File: src/rtl/keypad_pkg.sv
// Shared types and constants for the 4x4 keypad scanner.
// Optional build macro: KEYPAD_REPEAT_EN (auto-repeat of key_valid while held).
package keypad_pkg;

    localparam int NUM_ROWS         = 4;
    localparam int NUM_COLS         = 4;
    localparam int TICK_DIV_DEFAULT = 50000;   // 1 ms at 50 MHz
    localparam int TICK_W           = 20;      // scan tick counter width
    localparam int DEB_W            = 8;       // press/release debounce counters
    localparam int REP_W            = 10;      // auto-repeat counter

    typedef enum logic [1:0] {
        SCAN     = 2'd0,
        DEBOUNCE = 2'd1,
        HELD     = 2'd2
    } state_e;

    // Index of the lowest active-low row; the lower index wins on ties.
    function automatic logic [1:0] first_low(input logic [NUM_ROWS-1:0] rows);
        logic [1:0] idx;
        idx = 2'd0;
        for (int i = NUM_ROWS - 1; i >= 0; i--) begin
            if (!rows[i]) idx = 2'(i);
        end
        return idx;
    endfunction

endpackage

File: src/rtl/keypad_scan_tick.sv
// scan_tick_gen: free-running divider producing a one-cycle scan tick
// every TICK_DIV clocks (count 0..TICK_DIV-1, tick on the last count).
module scan_tick_gen
    import keypad_pkg::*;
#(
    parameter int TICK_DIV = TICK_DIV_DEFAULT
) (
    input  logic clk_50M,
    input  logic reset,
    output logic tick
);

    localparam logic [TICK_W-1:0] TERM = TICK_W'(TICK_DIV - 1);

    logic [TICK_W-1:0] cnt_q, cnt_d;

    assign tick = (cnt_q == TERM);

    // Wrap to zero on the tick cycle, otherwise count up.
    always_comb begin
        cnt_d = tick ? '0 : cnt_q + 1'b1;
    end

    // Divider register.
    always_ff @(posedge clk_50M or posedge reset) begin
        if (reset) cnt_q <= '0;
        else       cnt_q <= cnt_d;
    end

endmodule

File: src/rtl/keypad_scan.sv
// keypad_scan: 4x4 matrix keypad scanner with press/release debounce.
// Columns are driven one-hot active-low; rows are read back through a
// 2-flop synchronizer. Accepted keys are reported as {row_idx, col_idx}
// with a one-cycle key_valid strobe and a key_held level.
// Optional build macro: KEYPAD_REPEAT_EN re-strobes key_valid every
// REPEAT_TICKS ticks while the accepted key stays down.
module keypad_scan
    import keypad_pkg::*;
#(
    parameter int TICK_DIV       = TICK_DIV_DEFAULT,
    parameter int DEBOUNCE_TICKS = 10,
    parameter int REPEAT_TICKS   = 500
) (
    input  logic                clk_50M,
    input  logic                reset,
    input  logic [NUM_ROWS-1:0] key_row,
    output logic [NUM_COLS-1:0] key_col,
    output logic [3:0]          key_code,
    output logic                key_valid,
    output logic                key_held
);

    localparam logic [DEB_W-1:0] DEB_TERM = DEB_W'(DEBOUNCE_TICKS - 1);

    logic                tick;
    logic [NUM_ROWS-1:0] row_meta_q, rows_s_q;
    state_e              state_q, state_d;
    logic [1:0]          col_q, col_d;
    logic [1:0]          row_idx_q, row_idx_d;
    logic [DEB_W-1:0]    deb_cnt_q, deb_cnt_d;
    logic [DEB_W-1:0]    rel_cnt_q, rel_cnt_d;
    logic [3:0]          code_q, code_d;
    logic                valid_q, valid_d;
    logic                held_q, held_d;
    logic                cap_low;

`ifdef KEYPAD_REPEAT_EN
    localparam logic [REP_W-1:0] REP_TERM = REP_W'(REPEAT_TICKS - 1);
    logic [REP_W-1:0] rep_cnt_q, rep_cnt_d;
`else
    // The parameter set stays identical in both builds; nothing uses it here.
    logic unused_repeat_cfg;
    assign unused_repeat_cfg = ^REPEAT_TICKS;
`endif

    scan_tick_gen #(.TICK_DIV(TICK_DIV)) u_tick (
        .clk_50M (clk_50M),
        .reset   (reset),
        .tick    (tick)
    );

    assign key_col   = ~(4'b0001 << col_q);
    assign key_code  = code_q;
    assign key_valid = valid_q;
    assign key_held  = held_q;

    // The captured row is read on the frozen column while debouncing/held.
    assign cap_low = ~rows_s_q[row_idx_q];

    // Two-flop synchronizer; idle keypad reads all-ones.
    always_ff @(posedge clk_50M or posedge reset) begin
        if (reset) begin
            row_meta_q <= '1;
            rows_s_q   <= '1;
        end else begin
            row_meta_q <= key_row;
            rows_s_q   <= row_meta_q;
        end
    end

    // Scan/debounce FSM: next state and outputs, evaluated only on ticks.
    // Counters cannot pass their terminal values because reaching the
    // terminal value always causes a state change.
    always_comb begin
        state_d   = state_q;
        col_d     = col_q;
        row_idx_d = row_idx_q;
        deb_cnt_d = deb_cnt_q;
        rel_cnt_d = rel_cnt_q;
        code_d    = code_q;
        valid_d   = 1'b0;
        held_d    = held_q;
`ifdef KEYPAD_REPEAT_EN
        rep_cnt_d = rep_cnt_q;
`endif
        if (tick) begin
            unique case (state_q)
                SCAN: begin
                    if (&rows_s_q) begin
                        col_d = col_q + 2'd1;
                    end else begin
                        row_idx_d = first_low(rows_s_q);
                        deb_cnt_d = '0;
                        state_d   = DEBOUNCE;
                    end
                end
                DEBOUNCE: begin
                    if (cap_low) begin
                        if (deb_cnt_q == DEB_TERM) begin
                            state_d   = HELD;
                            code_d    = {row_idx_q, col_q};
                            valid_d   = 1'b1;
                            held_d    = 1'b1;
                            rel_cnt_d = '0;
`ifdef KEYPAD_REPEAT_EN
                            rep_cnt_d = '0;
`endif
                        end else begin
                            deb_cnt_d = deb_cnt_q + 1'b1;
                        end
                    end else begin
                        state_d = SCAN;
                        col_d   = col_q + 2'd1;
                    end
                end
                HELD: begin
                    if (cap_low) begin
                        rel_cnt_d = '0;
`ifdef KEYPAD_REPEAT_EN
                        if (rep_cnt_q == REP_TERM) begin
                            valid_d   = 1'b1;
                            rep_cnt_d = '0;
                        end else begin
                            rep_cnt_d = rep_cnt_q + 1'b1;
                        end
`endif
                    end else begin
`ifdef KEYPAD_REPEAT_EN
                        rep_cnt_d = '0;
`endif
                        if (rel_cnt_q == DEB_TERM) begin
                            state_d   = SCAN;
                            held_d    = 1'b0;
                            col_d     = col_q + 2'd1;
                            rel_cnt_d = '0;
                        end else begin
                            rel_cnt_d = rel_cnt_q + 1'b1;
                        end
                    end
                end
                default: state_d = SCAN;
            endcase
        end
    end

    // FSM and output registers.
    always_ff @(posedge clk_50M or posedge reset) begin
        if (reset) begin
            state_q   <= SCAN;
            col_q     <= 2'd0;
            row_idx_q <= 2'd0;
            deb_cnt_q <= '0;
            rel_cnt_q <= '0;
            code_q    <= 4'h0;
            valid_q   <= 1'b0;
            held_q    <= 1'b0;
        end else begin
            state_q   <= state_d;
            col_q     <= col_d;
            row_idx_q <= row_idx_d;
            deb_cnt_q <= deb_cnt_d;
            rel_cnt_q <= rel_cnt_d;
            code_q    <= code_d;
            valid_q   <= valid_d;
            held_q    <= held_d;
        end
    end

`ifdef KEYPAD_REPEAT_EN
    // Auto-repeat counter.
    always_ff @(posedge clk_50M or posedge reset) begin
        if (reset) rep_cnt_q <= '0;
        else       rep_cnt_q <= rep_cnt_d;
    end
`endif

endmodule

File: config.mk
export PLATFORM = sky130hd
export DESIGN_NAME = keypad_scan
export DESIGN_NICKNAME = d
export VERILOG_FILES = /design/src/rtl/keypad_pkg.sv /design/src/rtl/keypad_scan_tick.sv /design/src/rtl/keypad_scan.sv
export SDC_FILE = /design/constraint.sdc
export NUM_CORES = 1
export LEC_CHECK = 0
export BUFFER_PORTS_ARGS = -buffer_cell sky130_fd_sc_hd__buf_2
export CAP_MARGIN = 20
export CELL_PAD_IN_SITES_DETAIL_PLACEMENT = 0
export CELL_PAD_IN_SITES_GLOBAL_PLACEMENT = 1
export CORE_AREA = 2 2 106 108
export CTS_BUF_LIST = sky130_fd_sc_hd__clkbuf_8
export CTS_CLUSTER_DIAMETER = 100
export CTS_CLUSTER_SIZE = 14
export DETAILED_ROUTE_END_ITERATION = 8
export DIE_AREA = 0 0 108 110
export GPL_ROUTABILITY_DRIVEN = 1
export PLACE_DENSITY = 0.6
export SLEW_MARGIN = 30
export SYNTH_ARGS = -nofsm -noshare
export SYNTH_HDL_FRONTEND = slang
export SYNTH_SLANG_ARGS = --single-unit
export TNS_END_PERCENT = 100
File: constraint.sdc
create_clock -name clk_50M -period 3 [get_ports clk_50M]
set_input_delay 0.6 -clock clk_50M [delete_from_list [all_inputs] [get_ports clk_50M]]
set_output_delay 0.6 -clock clk_50M [all_outputs]
set_load 0.02 [all_outputs]
* After elaboration in Yosys (flattened, before gate mapping) *
Index checks and enable logic that the tools add are counted.
W data, S select, Z words.

storage, ports and cells
  word-level logic and storage cells = 82
  latch bits = 0
  memories kept = 0
  memory bits (read-only) = 0
  RAM bits = 0
  register bits = 56
  output and inout port bits = 10
  input bits = 6

operators by class
  $mul = 0
  add/sub/neg operators = 4
  order comparisons = 1
  muxes and demuxes = 36
  bitwise operators = 3
  equal/unequal tests = 14
  shift-type cells = 1
  div/mod/pow operators = 0
  reductions and logical operators = 12

operator list
  operator                 count
  $mux W8                  7
  $pmux W8 S2              2
  $mux W2                  13
  $add A20 B1 Y20 const B  1
  $eq A20 B16 Y1 const B   1
  $mux W20                 1
  $add A8 B1 Y8 const B    2
  $eq A8 B4 Y1 const B     2
  $ne A2 B2 Y1 const B     8
  $pmux W2 S3              2
  $reduce_and A4 Y1        3
  $reduce_and A6 Y1        2
  $reduce_and A5 Y1        2
  $mux W1                  9
  $not A4 Y4               1
  $reduce_bool A2 Y1       2
  $shl A1 B2 Y4 const A    1
  $lt A2 B3 Y1 const B     1
  $ne A3 B3 Y1 const B     1
  $reduce_and A3 Y1        1
  $reduce_bool A3 Y1       1
  $add A2 B1 Y2 const B    1
  $bmux W1 S2              1
  $eq A2 B1 Y1 const B     1
  4 further kinds          5

* Logic depth before layout (Yosys ltp) *
  depth after elaboration = 5
  mapped depth = 8
  gate-level depth less buffers = 7

* Cells and area by module *
From an unflattened synthesis, not the netlist that was laid out.

unflattened totals
  cells, all modules = 257
  area, all modules = 2716.4 um^2

modules (own cells, without submodules)
  module         area each (um^2)  sequential area each (um^2)  times used  cells each
  keypad_scan    1779.2            910.9                        1           172
  scan_tick_gen  937.1             500.5                        1           85

* Worst setup path after synthesis *
OpenSTA, ideal clock, no wires.

  path kind = register to register
  start = register rel_cnt_q[1]
  end = register col_q[1]
  path buffers = 0
  required time = 2875 ps
  arrival = 2055 ps
  period minus slack after synthesis = 2179 ps
  path slack = 821 ps
  setup time = 125 ps
  stages on the path, launching flop included = 8
  cells stage by stage = dfrtp_1 inv_1 ha_1 or4b_2 and4bb_2 a221oi_1 nor2_1 mux2_2

on the way
  word-level cells in the longest chain between the ends = 3

RTL lines
  element                             RTL line            source
  from (decl)                         keypad_scan.sv:31   logic [DEB_W-1:0] rel_cnt_q, rel_cnt_d;
  from (signal assigned)              keypad_scan.sv:162  rel_cnt_q <= rel_cnt_d;
  $eq A8 B4 Y1                        keypad_scan.sv:131  if (rel_cnt_q == DEB_TERM) begin
  $ne A2 B2 Y1 (no source line)       n/a
  $reduce_and A6 Y1 (no source line)  n/a
  to (signal assigned)                keypad_scan.sv:159  col_q <= col_d;
  to (decl)                           keypad_scan.sv:28   logic [1:0] col_q, col_d;

Every way passes these cells.
A chain may end at the register's enable or synchronous reset.

* Final worst setup path *
  start = register row_idx_q[0]
  end = register code_q[3] (netlist: key_code[3])

on the way
  word-level cells in the longest chain between the ends = 4

RTL lines
  element                             RTL line            source
  from (decl)                         keypad_scan.sv:29   logic [1:0] row_idx_q, row_idx_d;
  from (signal assigned)              keypad_scan.sv:160  row_idx_q <= row_idx_d;
  $bmux W1 S2                         keypad_scan.sv:58   assign cap_low = ~rows_s_q[row_idx_q];
  $mux W1 (not written as such)       keypad_scan.sv:58
  $not A1 Y1 (no source line)         n/a
  $reduce_and A4 Y1 (no source line)  n/a
  to (signal assigned)                keypad_scan.sv:163  code_q <= code_d;
  to (decl)                           keypad_scan.sv:32   logic [3:0] code_q, code_d;

Every way passes these cells. The select of a mux whose other input is x is not followed.

==> results summary <==
The flow ran to the end, and the final reports show no timing, DRC or antenna violations. Entering global routing, the biggest net connects 32 pins. The remaining routing DRC violations is 0. The met2 track demand over resource in global routing is 16.3%. The floorplan has 38 rows. The post-synthesis async set-or-reset flop share came out at 100%. Of all cell types, the one taking the most synthesized area is sky130_fd_sc_hd__dfrtp_1. Setup total negative slack on the finished layout was measured at 0 ns.

The path class of the tightest hold or removal check is flop to flop. The tree is rooted in a sky130_fd_sc_hd__clkbuf_8. The critical path data required time is roughly 3.2 ns. Subtracting the final worst setup slack from the clock period gives about 2.4 ns.

The pin slew with the least headroom to its limit came out at roughly 0.69 ns. Along the worst path, the maximum fanout reaches 10. Once the floorplan was initialized, standard cells occupied between 20% and 30% of the core. The post-cts repair resize count is 0. The most used flip-flop cell after synthesis is sky130_fd_sc_hd__dfrtp_1.

The sequential-to-total area share from yosys stat is 49.6%. The warning count from the yosys run is 0. Counting every instance in the synthesized netlist gives 273.

The worst relative slew slack is 53.7%. The final routed wirelength across all metal layers is roughly 5600 µm. Dividing the detail-routed wire length by the instance count gives 12.9 µm. The floorplan die area came out at 11,900 µm². The met3 global-route usage came out at ~2.1%. Global routing used approximately 14% of the available met1 tracks. The tree built by TritonCTS fans out to 56 sinks. For the final database, setup skew stands at approximately 0.017 ns. The number of detailed-routing iterations run before antenna repair came out at 4.

The layout-stage area growth over the synthesis result came out at 12.8%. The achievable frequency is about 420 MHz. The power density over cell area is ~380 nW/µm². The post-place instance area is 3120 µm². In the final layout, the share of cells above drive strength 1 is between 10% and 20%.

The insertion delay of the later-clocked pin in the worst-skew pair is about 0.31 ns. The number of antenna repair diodes is 0. Ranked by total cell area, the synthesized netlist is headed by sky130_fd_sc_hd__dfrtp_1 42%, sky130_fd_sc_hd__dfstp_2 7.4%, sky130_fd_sc_hd__xnor2_1 4.0%. Setup violations remaining at the end of the flow were counted as 0. By count the netlist is led by 48 x sky130_fd_sc_hd__dfrtp_1, 26 x sky130_fd_sc_hd__nor2_1, 19 x sky130_fd_sc_hd__nand3_1.

After clock tree synthesis, the clock-pin slew on the worst setup and hold paths is about 0.090 ns. In this run the vertical extent of the chip is between 100 and 150 µm. After the first detailed-routing iteration, the DRC count stood at 77. The quantity of hold-fixing buffers added after cts is 0. Setup repair after global routing left no endpoint under its margin.

Synthesis produced a netlist with a net count of between 200 and 300. The first global-routing pass estimated between 9000 and 10,000 µm of wire. The static power due to leakage came out at 1.38 nW. The post-synth design cell area is between 2000 and 3000 µm². Clock tree synthesis inserted a total of 5 buffers. The number of global-route vias before repair is ~2,000. No sink is reached through more buffers than the 2 on the longest clock path.

The area of all placed cells without fillers is roughly 3200 µm². The global router's overall resource usage is 10.5%. The type of element launching the critical path is a flop.

The synthesized flop and latch total is 56. The max-slew violation total from the final report came to 0. The hold violation total from the final report came to 0. The portion of the clock cycle consumed by the worst path in the final layout came out at 78.6%. The core area is ~11,000 µm². The number of nets in the finished design is 310.

The critical path's largest stage delay is roughly 0.66 ns. The slowest stage of the critical path belongs to the cell sky130_fd_sc_hd__mux4_2. The setup path with the least slack is of type flop to flop.

The worst path arrival time came out at approximately 2.6 ns. Walking the worst path, the cells encountered are mux4_2 > nor4_1 > nand2_1 > mux2_2. The netlist uses 46 different library cells.

The initial antenna violation count was 0. The average size of a mapped cell is between 10 and 15 µm². The area share of the largest cell type after synthesis came out at a little over two fifths. The internal reg-to-reg setup slack came out at around 0.64 ns. The final RePlAce weighted congestion is 0.769. The fill cell instance count of the final layout came out at 1,124.

The die boundary width is 108 µm. The H-tree generated during clock tree synthesis spans 2 levels. The worst setup path is captured at a flop.

The count of nets left with antenna violations once routing finished came out at 0. The count of flip-flops with a built-in enable after synthesis is 0. The total congestion overflow is 0. The TritonCTS clock tree is built. The count of vias placed by the detailed router is just over 2,000. In this run the most used layer during global routing was met2. Using the TritonRoute via totals, the vias-per-cell ratio works out to around 4.6. The HPWL reported at the end of detailed placement is around 4100 µm.

The largest vdd supply drop is 222 µV. The most frequent cell after synthesis is sky130_fd_sc_hd__dfrtp_1. The number of maximum-capacitance constraint violations came out at 0. The post-CTS setup buffer count came out at 0.

The number of primary I/O pins came out at 16. The number of buffer cells added on primary ports came out at 15.
## worst paths after layout
kind,startpoint,endpoint,cells after the start
worst min-delay path,row_meta_q[3],rows_s_q[3],0
worst max-delay path,row_idx_q[0],key_code[3],4
worst min register to register,row_meta_q[3],rows_s_q[3],0
max in group asynchronous,reset,rows_s_q[2],3
worst max register to register,row_idx_q[0],key_code[3],4
min in group asynchronous,reset,row_idx_q[1],2
## routing by layer
metal  vias to the layer above  wire, µm
li1                       1007         -
met1                       973      2950
met2                        31      2400
met3                         9       171
met4                         0       111
met5                         -         0
## critical path: cells and delay by family, from the launching register on
kind | cells | cell delay [ns]
DFF | 1 | 0.39
and+or+nand+nor | 2 | 0.86
muxes | 2 | 1.00
## area by class of cell
| cell class | instances | area, µm² | area share [%] |
|---|---|---|---|
| timing repair buffer | 19 | 118 | 3.67 |
| inverter | 14 | 52.6 | 1.64 |
| sequential | 56 | 1410 | 44.0 |
| clock inverter | 3 | 17.5 | 0.546 |
| clock buffer | 5 | 68.8 | 2.15 |
| multi-input combinational | 199 | 1370 | 42.6 |
| tap | 140 | 175 | 5.46 |
## cells in the final DEF, fill, tap and decap left out, types with 2 or more instances in the layout
cell type,count
sky130_fd_sc_hd__nand3_1,19
sky130_fd_sc_hd__or2_2,2
sky130_fd_sc_hd__buf_2,15
sky130_fd_sc_hd__clkbuf_8,5
sky130_fd_sc_hd__nand2b_1,4
sky130_fd_sc_hd__o31ai_1,5
sky130_fd_sc_hd__inv_1,14
sky130_fd_sc_hd__buf_4,3
sky130_fd_sc_hd__or3_1,4
sky130_fd_sc_hd__nor4b_2,2
sky130_fd_sc_hd__dfrtp_1,48
sky130_fd_sc_hd__xor2_1,9
sky130_fd_sc_hd__nor4_1,5
sky130_fd_sc_hd__nor3_1,5
sky130_fd_sc_hd__a31oi_1,3
sky130_fd_sc_hd__nand2_1,18
sky130_fd_sc_hd__and2_1,4
sky130_fd_sc_hd__ha_1,9
sky130_fd_sc_hd__nand4_1,5
sky130_fd_sc_hd__and3_1,11
sky130_fd_sc_hd__mux2_2,6
sky130_fd_sc_hd__nand3b_1,2
sky130_fd_sc_hd__xnor2_1,13
sky130_fd_sc_hd__a21oi_1,8
sky130_fd_sc_hd__o21ai_0,15
sky130_fd_sc_hd__dfstp_2,8
sky130_fd_sc_hd__nor2_1,26
sky130_fd_sc_hd__or2b_1,2
sky130_fd_sc_hd__nor2b_1,4
## report_power, final
group,switching (W),total [W],internal [W]
registers,0.00000287,0.000767,0.000764
clock network,0.000248,0.000412,0.000164
logic,0.0000203,0.0000282,0.00000798
## registers in the layout, indices dropped and copies added, names as in the netlist
name / cells
key_valid: 1
deb_cnt_q: 8
row_meta_q: 4
rel_cnt_q: 8
row_idx_q: 2
rows_s_q: 4
col_q: 2
state_q: 2
key_held: 1
u_tick.cnt_q: 20
key_code: 4
## logic make-up after synthesis
kind of cell / share of synthesized area [%]
AO/OA/AOI/OAI: 10.2
flip-flops: 49.6
adder cells (fa/ha/maj): 3.96
buffers and inverters: 2.42
AND/OR/NAND/NOR: 23.8
XOR/XNOR: 6.77
multiplexers: 3.17
## metrics by stage
step                      hold WS [ns]  util, %  power, W  worst slack, ns  cells
final                            0.361     30.0   0.00121            0.642    436
after CTS                        0.362     30.0   0.00124            0.605    436
after floorplan                  0.345        -  0.000798            0.821    273
after global routing             0.363     30.0   0.00127            0.505    436
after global placement           0.348     29.2  0.000812            0.554    428
after detailed placement         0.347     29.2  0.000812            0.616    428
Power figures use the tool's default switching activity.
